--- config.mk ---
export PLATFORM = sky130hd
export DESIGN_NAME = cache_nwsa
export DESIGN_NICKNAME = d
export VERILOG_FILES = /design/src/rtl/cache_pkg.sv /design/src/rtl/cache_way_ram.sv /design/src/rtl/cache_nwsa.sv
export SDC_FILE = /design/constraint.sdc
export NUM_CORES = 2
export LEC_CHECK = 0
export ABC_AREA = 1
export BUFFER_PORTS_ARGS = -buffer_cell sky130_fd_sc_hd__buf_2
export CORE_ASPECT_RATIO = 1.25
export CORE_MARGIN = 4
export CORE_UTILIZATION = 40
export DETAILED_ROUTE_END_ITERATION = 10
export GPL_TIMING_DRIVEN = 0
export HOLD_SLACK_MARGIN = 0.12
export PLACE_DENSITY_LB_ADDON = 0.3
export SLEW_MARGIN = 20
export SYNTH_ARGS = -nofsm -noshare
export SYNTH_HDL_FRONTEND = slang
export SYNTH_SLANG_ARGS = --single-unit
--- constraint.sdc ---
create_clock -name clock -period 5.35 [get_ports clock]
set_clock_uncertainty 0.2 [all_clocks]
set_input_delay 0.535 -clock clock [delete_from_list [all_inputs] [get_ports clock]]
set_output_delay 0.535 -clock clock [all_outputs]
set_load 0.01 [all_outputs]
--- src/rtl/cache_pkg.sv ---
// Shared types and address-field helpers for the N-way set-associative cache.
// Field widths derive from block and set geometry.
package cache_pkg;

    typedef enum logic [2:0] {
        S_IDLE,
        S_WB,
        S_FILL,
        S_WAROUND,
        S_DONE
    } state_t;

    function automatic int off_bits(input int beats);
        return $clog2(beats);
    endfunction

    function automatic int idx_bits(input int sets);
        return $clog2(sets);
    endfunction

    function automatic int tag_bits(input int aw, input int beats, input int sets);
        return aw - $clog2(beats) - $clog2(sets);
    endfunction

    function automatic int way_bits(input int ways);
        return (ways > 1) ? $clog2(ways) : 1;
    endfunction

    function automatic logic [31:0] field(input logic [31:0] a, input int lsb, input int w);
        logic [31:0] m;
        m = (32'h1 << w) - 32'h1;
        return (a >> lsb) & m;
    endfunction

    function automatic logic [31:0] offset_of(input logic [31:0] a, input int beats);
        return field(a, 0, $clog2(beats));
    endfunction

    function automatic logic [31:0] index_of(input logic [31:0] a, input int beats,
                                             input int sets);
        return field(a, $clog2(beats), $clog2(sets));
    endfunction

    function automatic logic [31:0] tag_of(input logic [31:0] a, input int beats,
                                           input int sets);
        return a >> ($clog2(beats) + $clog2(sets));
    endfunction

endpackage

--- src/rtl/cache_way_ram.sv ---
// One cache way: tag/valid/dirty per set plus block data.
// Asynchronous read, synchronous write; only valid/dirty are reset.
module cache_way_ram #(
    parameter int SETS        = 16,
    parameter int BLOCK_BEATS = 4,
    parameter int IDX_W       = 4,
    parameter int OFF_W       = 2,
    parameter int TAG_W       = 10,
    parameter int DATA_W      = 8
) (
    input  logic              clock,
    input  logic              reset,
    input  logic [IDX_W-1:0]  i_idx,
    input  logic [OFF_W-1:0]  i_off,
    output logic [TAG_W-1:0]  o_tag,
    output logic              o_valid,
    output logic              o_dirty,
    output logic [DATA_W-1:0] o_rdata,
    input  logic              i_data_we,
    input  logic [DATA_W-1:0] i_wdata,
    input  logic              i_fill_done,
    input  logic [TAG_W-1:0]  i_tag,
    input  logic              i_set_dirty
);

    logic [TAG_W-1:0]       r_tag  [SETS];
    logic [DATA_W-1:0]      r_data [SETS*BLOCK_BEATS];
    logic [SETS-1:0]        r_valid;
    logic [SETS-1:0]        r_dirty;
    logic [IDX_W+OFF_W-1:0] w_addr;

    assign w_addr  = {i_idx, i_off};
    assign o_tag   = r_tag[i_idx];
    assign o_valid = r_valid[i_idx];
    assign o_dirty = r_dirty[i_idx];
    assign o_rdata = r_data[w_addr];

    always_ff @(posedge clock) begin
        if (i_data_we) r_data[w_addr] <= i_wdata;
        if (i_fill_done) r_tag[i_idx] <= i_tag;
    end

    always_ff @(posedge clock) begin
        if (reset) begin
            r_valid <= '0;
            r_dirty <= '0;
        end else if (i_fill_done) begin
            r_valid[i_idx] <= 1'b1;
            r_dirty[i_idx] <= 1'b0;
        end else if (i_set_dirty) begin
            r_dirty[i_idx] <= 1'b1;
        end
    end

endmodule

--- src/rtl/cache_nwsa.sv ---
// N-way set-associative write-back cache with burst refill/write-back,
// wait-state tolerant memory handshake and selectable write-miss policy.
module cache_nwsa
    import cache_pkg::*;
#(
    parameter int ADDR_W      = 16,
    parameter int DATA_W      = 8,
    parameter int WAYS        = 2,
    parameter int SETS        = 16,
    parameter int BLOCK_BEATS = 4,
    parameter bit WRITE_ALLOC = 1'b1
) (
    input  logic              clock,
    input  logic              reset,
    input  logic [ADDR_W-1:0] addr_cpu,
    input  logic              rd_cpu,
    input  logic              wr_cpu,
    input  logic [DATA_W-1:0] wdata_cpu,
    output logic [DATA_W-1:0] rdata_cpu,
    output logic              stall_cpu,
    output logic [ADDR_W-1:0] addr_mem,
    output logic              rd_mem,
    output logic              wr_mem,
    output logic [DATA_W-1:0] wdata_mem,
    input  logic [DATA_W-1:0] rdata_mem,
    input  logic              ready_mem
);

    localparam int OFF_W = off_bits(BLOCK_BEATS);
    localparam int IDX_W = idx_bits(SETS);
    localparam int TAG_W = tag_bits(ADDR_W, BLOCK_BEATS, SETS);
    localparam int WAY_W = way_bits(WAYS);
    localparam logic [OFF_W-1:0] LAST = OFF_W'(BLOCK_BEATS - 1);

    state_t            r_state;
    state_t            w_next;
    logic [OFF_W-1:0]  r_beat;
    logic [WAY_W-1:0]  r_vway;
    logic              r_around;
    logic [ADDR_W-1:0] r_req_addr;

    logic [TAG_W-1:0]  w_tag;
    logic [IDX_W-1:0]  w_idx;
    logic [OFF_W-1:0]  w_off;
    logic              w_rd;
    logic              w_wr;
    logic              w_req;

    logic [TAG_W-1:0]  w_way_tag   [WAYS];
    logic [DATA_W-1:0] w_way_rdata [WAYS];
    logic [WAYS-1:0]   w_way_valid;
    logic [WAYS-1:0]   w_way_dirty;
    logic [WAYS-1:0]   w_way_hit;
    logic [WAYS-1:0]   w_data_we;
    logic [WAYS-1:0]   w_fill_done;
    logic [WAYS-1:0]   w_set_dirty;
    logic [OFF_W-1:0]  w_ram_off;
    logic [DATA_W-1:0] w_ram_wdata;

    logic              w_hit;
    logic              w_any_inv;
    logic [WAY_W-1:0]  w_hit_way;
    logic [WAY_W-1:0]  w_inv_way;
    logic [WAY_W-1:0]  w_victim;
    logic [WAY_W-1:0]  w_ptr;
    logic              w_xfer;
    logic              w_last;
    logic              w_fill_any;

    assign w_tag = TAG_W'(tag_of(32'(addr_cpu), BLOCK_BEATS, SETS));
    assign w_idx = IDX_W'(index_of(32'(addr_cpu), BLOCK_BEATS, SETS));
    assign w_off = OFF_W'(offset_of(32'(addr_cpu), BLOCK_BEATS));

    // A simultaneous read and write is served as a read.
    assign w_rd  = rd_cpu;
    assign w_wr  = wr_cpu & ~rd_cpu;
    assign w_req = w_rd | w_wr;

    for (genvar g = 0; g < WAYS; g++) begin : g_way
        cache_way_ram #(
            .SETS        (SETS),
            .BLOCK_BEATS (BLOCK_BEATS),
            .IDX_W       (IDX_W),
            .OFF_W       (OFF_W),
            .TAG_W       (TAG_W),
            .DATA_W      (DATA_W)
        ) u_ram (
            .clock       (clock),
            .reset       (reset),
            .i_idx       (w_idx),
            .i_off       (w_ram_off),
            .o_tag       (w_way_tag[g]),
            .o_valid     (w_way_valid[g]),
            .o_dirty     (w_way_dirty[g]),
            .o_rdata     (w_way_rdata[g]),
            .i_data_we   (w_data_we[g]),
            .i_wdata     (w_ram_wdata),
            .i_fill_done (w_fill_done[g]),
            .i_tag       (w_tag),
            .i_set_dirty (w_set_dirty[g])
        );
        assign w_way_hit[g] = w_way_valid[g] && (w_way_tag[g] == w_tag);
    end

    always_comb begin
        w_hit_way = '0;
        w_inv_way = '0;
        w_any_inv = 1'b0;
        for (int w = WAYS - 1; w >= 0; w--) begin
            if (w_way_hit[w]) w_hit_way = WAY_W'(w);
            if (!w_way_valid[w]) begin
                w_inv_way = WAY_W'(w);
                w_any_inv = 1'b1;
            end
        end
    end

    assign w_hit      = |w_way_hit;
    assign w_victim   = w_any_inv ? w_inv_way : w_ptr;
    assign w_xfer     = (rd_mem | wr_mem) & ready_mem;
    assign w_last     = (r_beat == LAST);
    assign w_fill_any = (r_state == S_FILL) && ready_mem && w_last;

    if (WAYS > 1) begin : g_rr
        logic [WAY_W-1:0] r_ptr [SETS];
        assign w_ptr = r_ptr[w_idx];
        always_ff @(posedge clock) begin
            if (reset) begin
                for (int s = 0; s < SETS; s++) r_ptr[s] <= '0;
            end else if (w_fill_any) begin
                r_ptr[w_idx] <= r_ptr[w_idx] + WAY_W'(1);
            end
        end
    end else begin : g_dm
        assign w_ptr = '0;
    end

    always_comb begin
        w_next      = r_state;
        stall_cpu   = 1'b0;
        rd_mem      = 1'b0;
        wr_mem      = 1'b0;
        addr_mem    = '0;
        wdata_mem   = '0;
        rdata_cpu   = '0;
        w_ram_off   = w_off;
        w_ram_wdata = wdata_cpu;
        w_data_we   = '0;
        w_fill_done = '0;
        w_set_dirty = '0;
        unique case (r_state)
            S_IDLE: begin
                if (w_req && w_hit) begin
                    if (w_rd) begin
                        rdata_cpu = w_way_rdata[w_hit_way];
                    end else begin
                        w_data_we[w_hit_way]   = 1'b1;
                        w_set_dirty[w_hit_way] = 1'b1;
                    end
                end else if (w_req) begin
                    stall_cpu = 1'b1;
                    if (w_wr && !WRITE_ALLOC)
                        w_next = S_WAROUND;
                    else if (w_way_valid[w_victim] && w_way_dirty[w_victim])
                        w_next = S_WB;
                    else
                        w_next = S_FILL;
                end
            end
            S_WB: begin
                stall_cpu = 1'b1;
                wr_mem    = 1'b1;
                w_ram_off = r_beat;
                addr_mem  = {w_way_tag[r_vway], w_idx, r_beat};
                wdata_mem = w_way_rdata[r_vway];
                if (w_xfer && w_last) w_next = S_FILL;
            end
            S_FILL: begin
                stall_cpu   = 1'b1;
                rd_mem      = 1'b1;
                w_ram_off   = r_beat;
                w_ram_wdata = rdata_mem;
                addr_mem    = {w_tag, w_idx, r_beat};
                if (ready_mem) w_data_we[r_vway] = 1'b1;
                if (ready_mem && w_last) begin
                    w_fill_done[r_vway] = 1'b1;
                    w_next = S_DONE;
                end
            end
            S_WAROUND: begin
                stall_cpu = 1'b1;
                wr_mem    = 1'b1;
                addr_mem  = addr_cpu;
                wdata_mem = wdata_cpu;
                if (ready_mem) w_next = S_DONE;
            end
            S_DONE: begin
                w_next = S_IDLE;
                if (!r_around && w_rd) begin
                    rdata_cpu = w_way_rdata[r_vway];
                end else if (!r_around && w_wr) begin
                    w_data_we[r_vway]   = 1'b1;
                    w_set_dirty[r_vway] = 1'b1;
                end
            end
            default: w_next = S_IDLE;
        endcase
    end

    always_ff @(posedge clock) begin
        if (reset) begin
            r_state  <= S_IDLE;
            r_beat   <= '0;
            r_vway   <= '0;
            r_around <= 1'b0;
        end else begin
            r_state <= w_next;
            if (r_state == S_IDLE) begin
                r_beat     <= '0;
                r_vway     <= w_victim;
                r_around   <= (w_next == S_WAROUND);
                r_req_addr <= addr_cpu;
            end else if (w_xfer && (r_state == S_WB || r_state == S_FILL)) begin
                r_beat <= r_beat + OFF_W'(1);
            end
        end
    end

    // The CPU must hold its request steady until the miss is resolved.
    always_ff @(posedge clock) begin
        if (!reset) begin
            assert (!(rd_cpu && wr_cpu));
            if (r_state == S_WB || r_state == S_FILL || r_state == S_WAROUND)
                assert (w_req && (addr_cpu == r_req_addr));
        end
    end

endmodule

==> impl_metrics.ini <==
[outcome]
status = complete, no violations

[clocking]
clockRootBuffer = clkbuf_16
clk_pin_slew_ns = 0.06
cts_tree = done
cts_buffer_depth = 3
cts.sinks = 1431
numCtsBuffers = 145
clk_latency_ns = 0.79
htree_levels = 4

[cells_and_area]
nNetsFinal = 6418
drive_gt1_frac = 0.09187
area_delta_synth_final_pct = 14.16
fillers = 14100
finalInstanceArea_um2 = 70070

[worst_setup_path]
critPathKind = primary input to primary output
critPathLaunchType = primary input
r2r_start = r_state[2]$_SDFF_PP0_
worst_ep_required_time_ns = 4.62
r2r_end = g_way[0].u_ram.r_data[3][5]$_DFFE_PP_
endpoint_kind = primary output
reg2regPathDepth = 14
timing.reg2reg.setup_slack_ns = 1.08
cp.arrival_ns = 4.60
cp_max_fo = 10

[yosys]
synth-async-reset-ratio = 0
ys_ff_latch = 1431
synth_seq_area_share = 0.6885
synth_warnings = 0
netlist_instances = 6105
synth-main-ff-cell = edfxtp_1
synth_edf_count = 1360
syn_avg_cell_area_um2 = 10.05
synthesis.nets = 6143
syn_area_um2 = 61380
yosysUniqueCellTypes = 35

[flow_run]
maxCapViolCount = 0

[grt]
antenna_found_initial = 4
grt_use_total = 0.2430
grt_pass1_wl_mm = 283.3
grt_start_max_net_pins = 61
grt_pass1_vias = 43230
grt_overflow_total = 0

[power_and_ir_drop]
ir_drop_mv = 0.3396
clockPowerShare = 0.388
p_per_area_nw_per_um2 = 365.9
power.total_mw = 25.64
p_int_mw = 18.87
pwr-share-seq = 0.488
switching_share = 0.2640
netSwitchingPower_mw = 6.767
p_leak_nw = 27.53
power_frac_comb = 0.124

[placement]
post-dp-hpwl_mm = 139.7
globalplace.congestion = 0.9599
dpl_cell_area_um2 = 65200
io_buffer_count = 68

[drt]
drc_errors = 0
routed_via_density = 5.251
drtPass1Iterations = 6
wl_met3_mm = 14.75
wl_per_cell_um = 23.15
route.met2.wl_mm = 97.07
maxUsedRoutingLayer = met5
drt-met1-wl_mm = 72.39
wirelength_mm = 197.3
initialDrtViolationCount = 4850
ant_nets = 0
vias = 44760

[die]
rows = 160
die_y_um = 446.0
dieArea_um2 = 159800
die_w_um = 358.4
core_area_um2 = 152300
start_util = 0.4029
ios = 72

[timing]
fin_crit_sh = 0.9963
rsz0062_at_grt = no
worstMarginPinSlew_ns = 1.170
max_freq_mhz = 187.6
min_period_ns = 5.330
maxSlewHeadroom = 0.2172
setup_viol = 0
report.final.slew_viol_count = 0
finalHoldViolCount = 0

[min_path]
hold_depth = 1
hold_class = primary input to flip-flop
min_from = addr_cpu[8]
hold_end = g_way[0].u_ram.r_tag[1][2]$_DFFE_PP_
[metrics by stage]
step,util,hold WS (ns),cells,setup TNS (ns),setup WS [ns]
floorplan,-,0.2229,6105,0,1.970
global placement,0.4218,0.2326,8198,-1155.20,-1.266
detailed placement,0.4280,0.2410,8245,-2.074,-0.1402
CTS,0.4591,0.1405,8521,0,0.006535
global route,0.4599,0.1790,8523,0,0.001997
finish,0.4600,0.1827,8524,0,0.01960
[logic make-up (layout without fill, tap and decap cells)]
| kind of cell | after synthesis | count (layout) | share of synthesized area |
|---|---|---|---|
| simple gates | 3374 | 3374 | 0.2102 |
| xor+xnor | 2 | 2 | 0.0002854 |
| compound gates | 699 | 699 | 0.05867 |
| other cells | 0 | 1 | 0 |
| flops | 1431 | 1431 | 0.6885 |
| fa+ha+maj | 1 | 1 | 0.0002038 |
| buf+inv | 598 | 991 | 0.04220 |
[state kept, by name, summed over array words and instances, names as in the netlist, named ones only]
register / count
g_way.u_ram.r_tag: 320
r_beat: 2
r_around: 1
r_vway: 1
g_rr.r_ptr: 16
r_state: 3
g_way.u_ram.r_valid: 32
g_way.u_ram.r_data: 1024
[cell usage after synthesis, types with 25 or more instances]
| library cell | number | area share |
|---|---|---|
| nand2_1 | 1999 | 0.12 |
| edfxtp_1 | 1360 | 0.67 |
| nor2_1 | 1251 | 0.077 |
| o21ai_0 | 495 | 0.040 |
| inv_1 | 272 | 0.017 |
| buf_2 | 148 | 0.012 |
| clkbuf_1 | 115 | 0.0070 |
| o21ai_1 | 112 | 0.0091 |
| dfxtp_1 | 71 | 0.023 |
| nand3_1 | 70 | 0.0057 |
| a21oi_1 | 58 | 0.0047 |
| o22ai_1 | 25 | 0.0025 |
[layout make-up]
type | count | area, um^2 | area share
repair buffers | 129 | 1271 | 0.01814
well taps | 2025 | 2534 | 0.03616
clock inverters | 78 | 684.4 | 0.009767
multi-input cells | 4076 | 16750 | 0.2390
clock buffers | 187 | 3891 | 0.05553
diodes | 1 | 2.502 | 0.00003571
inverters | 291 | 1096 | 0.01564
flip-flops and latches | 1431 | 42260 | 0.6031
plain buffers | 306 | 1588 | 0.02266
[power groups by stage]
stage	registers (mW)	clock network, mW	logic, mW
finish	12.5	9.94	3.18
global route	12.5	10.5	3.42
CTS	12.5	10.0	3.12
detailed placement	12.8	0	3.09
global placement	12.9	0	2.93
floorplan	12.8	0	1.67
[cell usage in the layout (no fill, tap or decap), drive strengths merged, types with 2 or more instances in the layout]
master / n
a21oi: 58
a22oi: 3
buf: 295
bufinv: 9
clkbuf: 315
clkinv: 60
clkinvlp: 4
dfxtp: 71
dlygate4sd3: 12
edfxtp: 1360
inv: 296
nand2: 2007
nand3: 73
nand4: 12
nor2: 1256
nor3: 25
o21ai: 609
o22ai: 25
o311ai: 2
xor2: 2
[worst max path at each step]
stage | from | end | slack (ns)
after detailed placement | addr_cpu[5] | rdata_cpu[1] | -0.14
after CTS | r_state[2]$_SDFF_PP0_ | rdata_cpu[6] | 0.007
after global routing | addr_cpu[5] | rdata_cpu[6] | 0.002
after global placement | r_state[2]$_SDFF_PP0_ | g_way[1].u_ram.r_data[23][0]$_DFFE_PP_ | -1.27
final | addr_cpu[5] | rdata_cpu[7] | 0.02
after floorplan | r_state[2]$_SDFF_PP0_ | g_way[0].u_ram.r_data[0][0]$_DFFE_PP_ | 1.97
[worst max-delay path: stages]
cell and delay [ns]:
buf_2 0.12, inv_1 0.06, nor2_1 0.87, buf_2 0.52, inv_1 0.30, nor2_2 0.65, clkbuf_1 0.51, nand2_1 0.13
nand2_1 0.12, nor2_1 0.07, nand3_1 0.09, nand2_1 0.18, nand2_1 0.10, nand2_1 0.13, buf_2 0.18
[metal layers]
metal / vias up / GRT usage
met2: 2009 / 0.4150
met4: 4 / 0.1450
met1: 21490 / 0.2861
li1: 20750 / -
met5: - / 0
met3: 504 / 0.04276
[what timing repair did]
| action | 4_1_cts | 5_1_grt |
|---|---|---|
| setup buffers | 0 | 2 |
| resized for setup | 18 | 59 |
| setup endpoints to repair | 16 | 16 |
| hold buffers | 12 | 0 |
| pin swaps | 0 | 1 |
| hold endpoints to repair | 110 | 0 |
(Power assumes the default switching activity.)
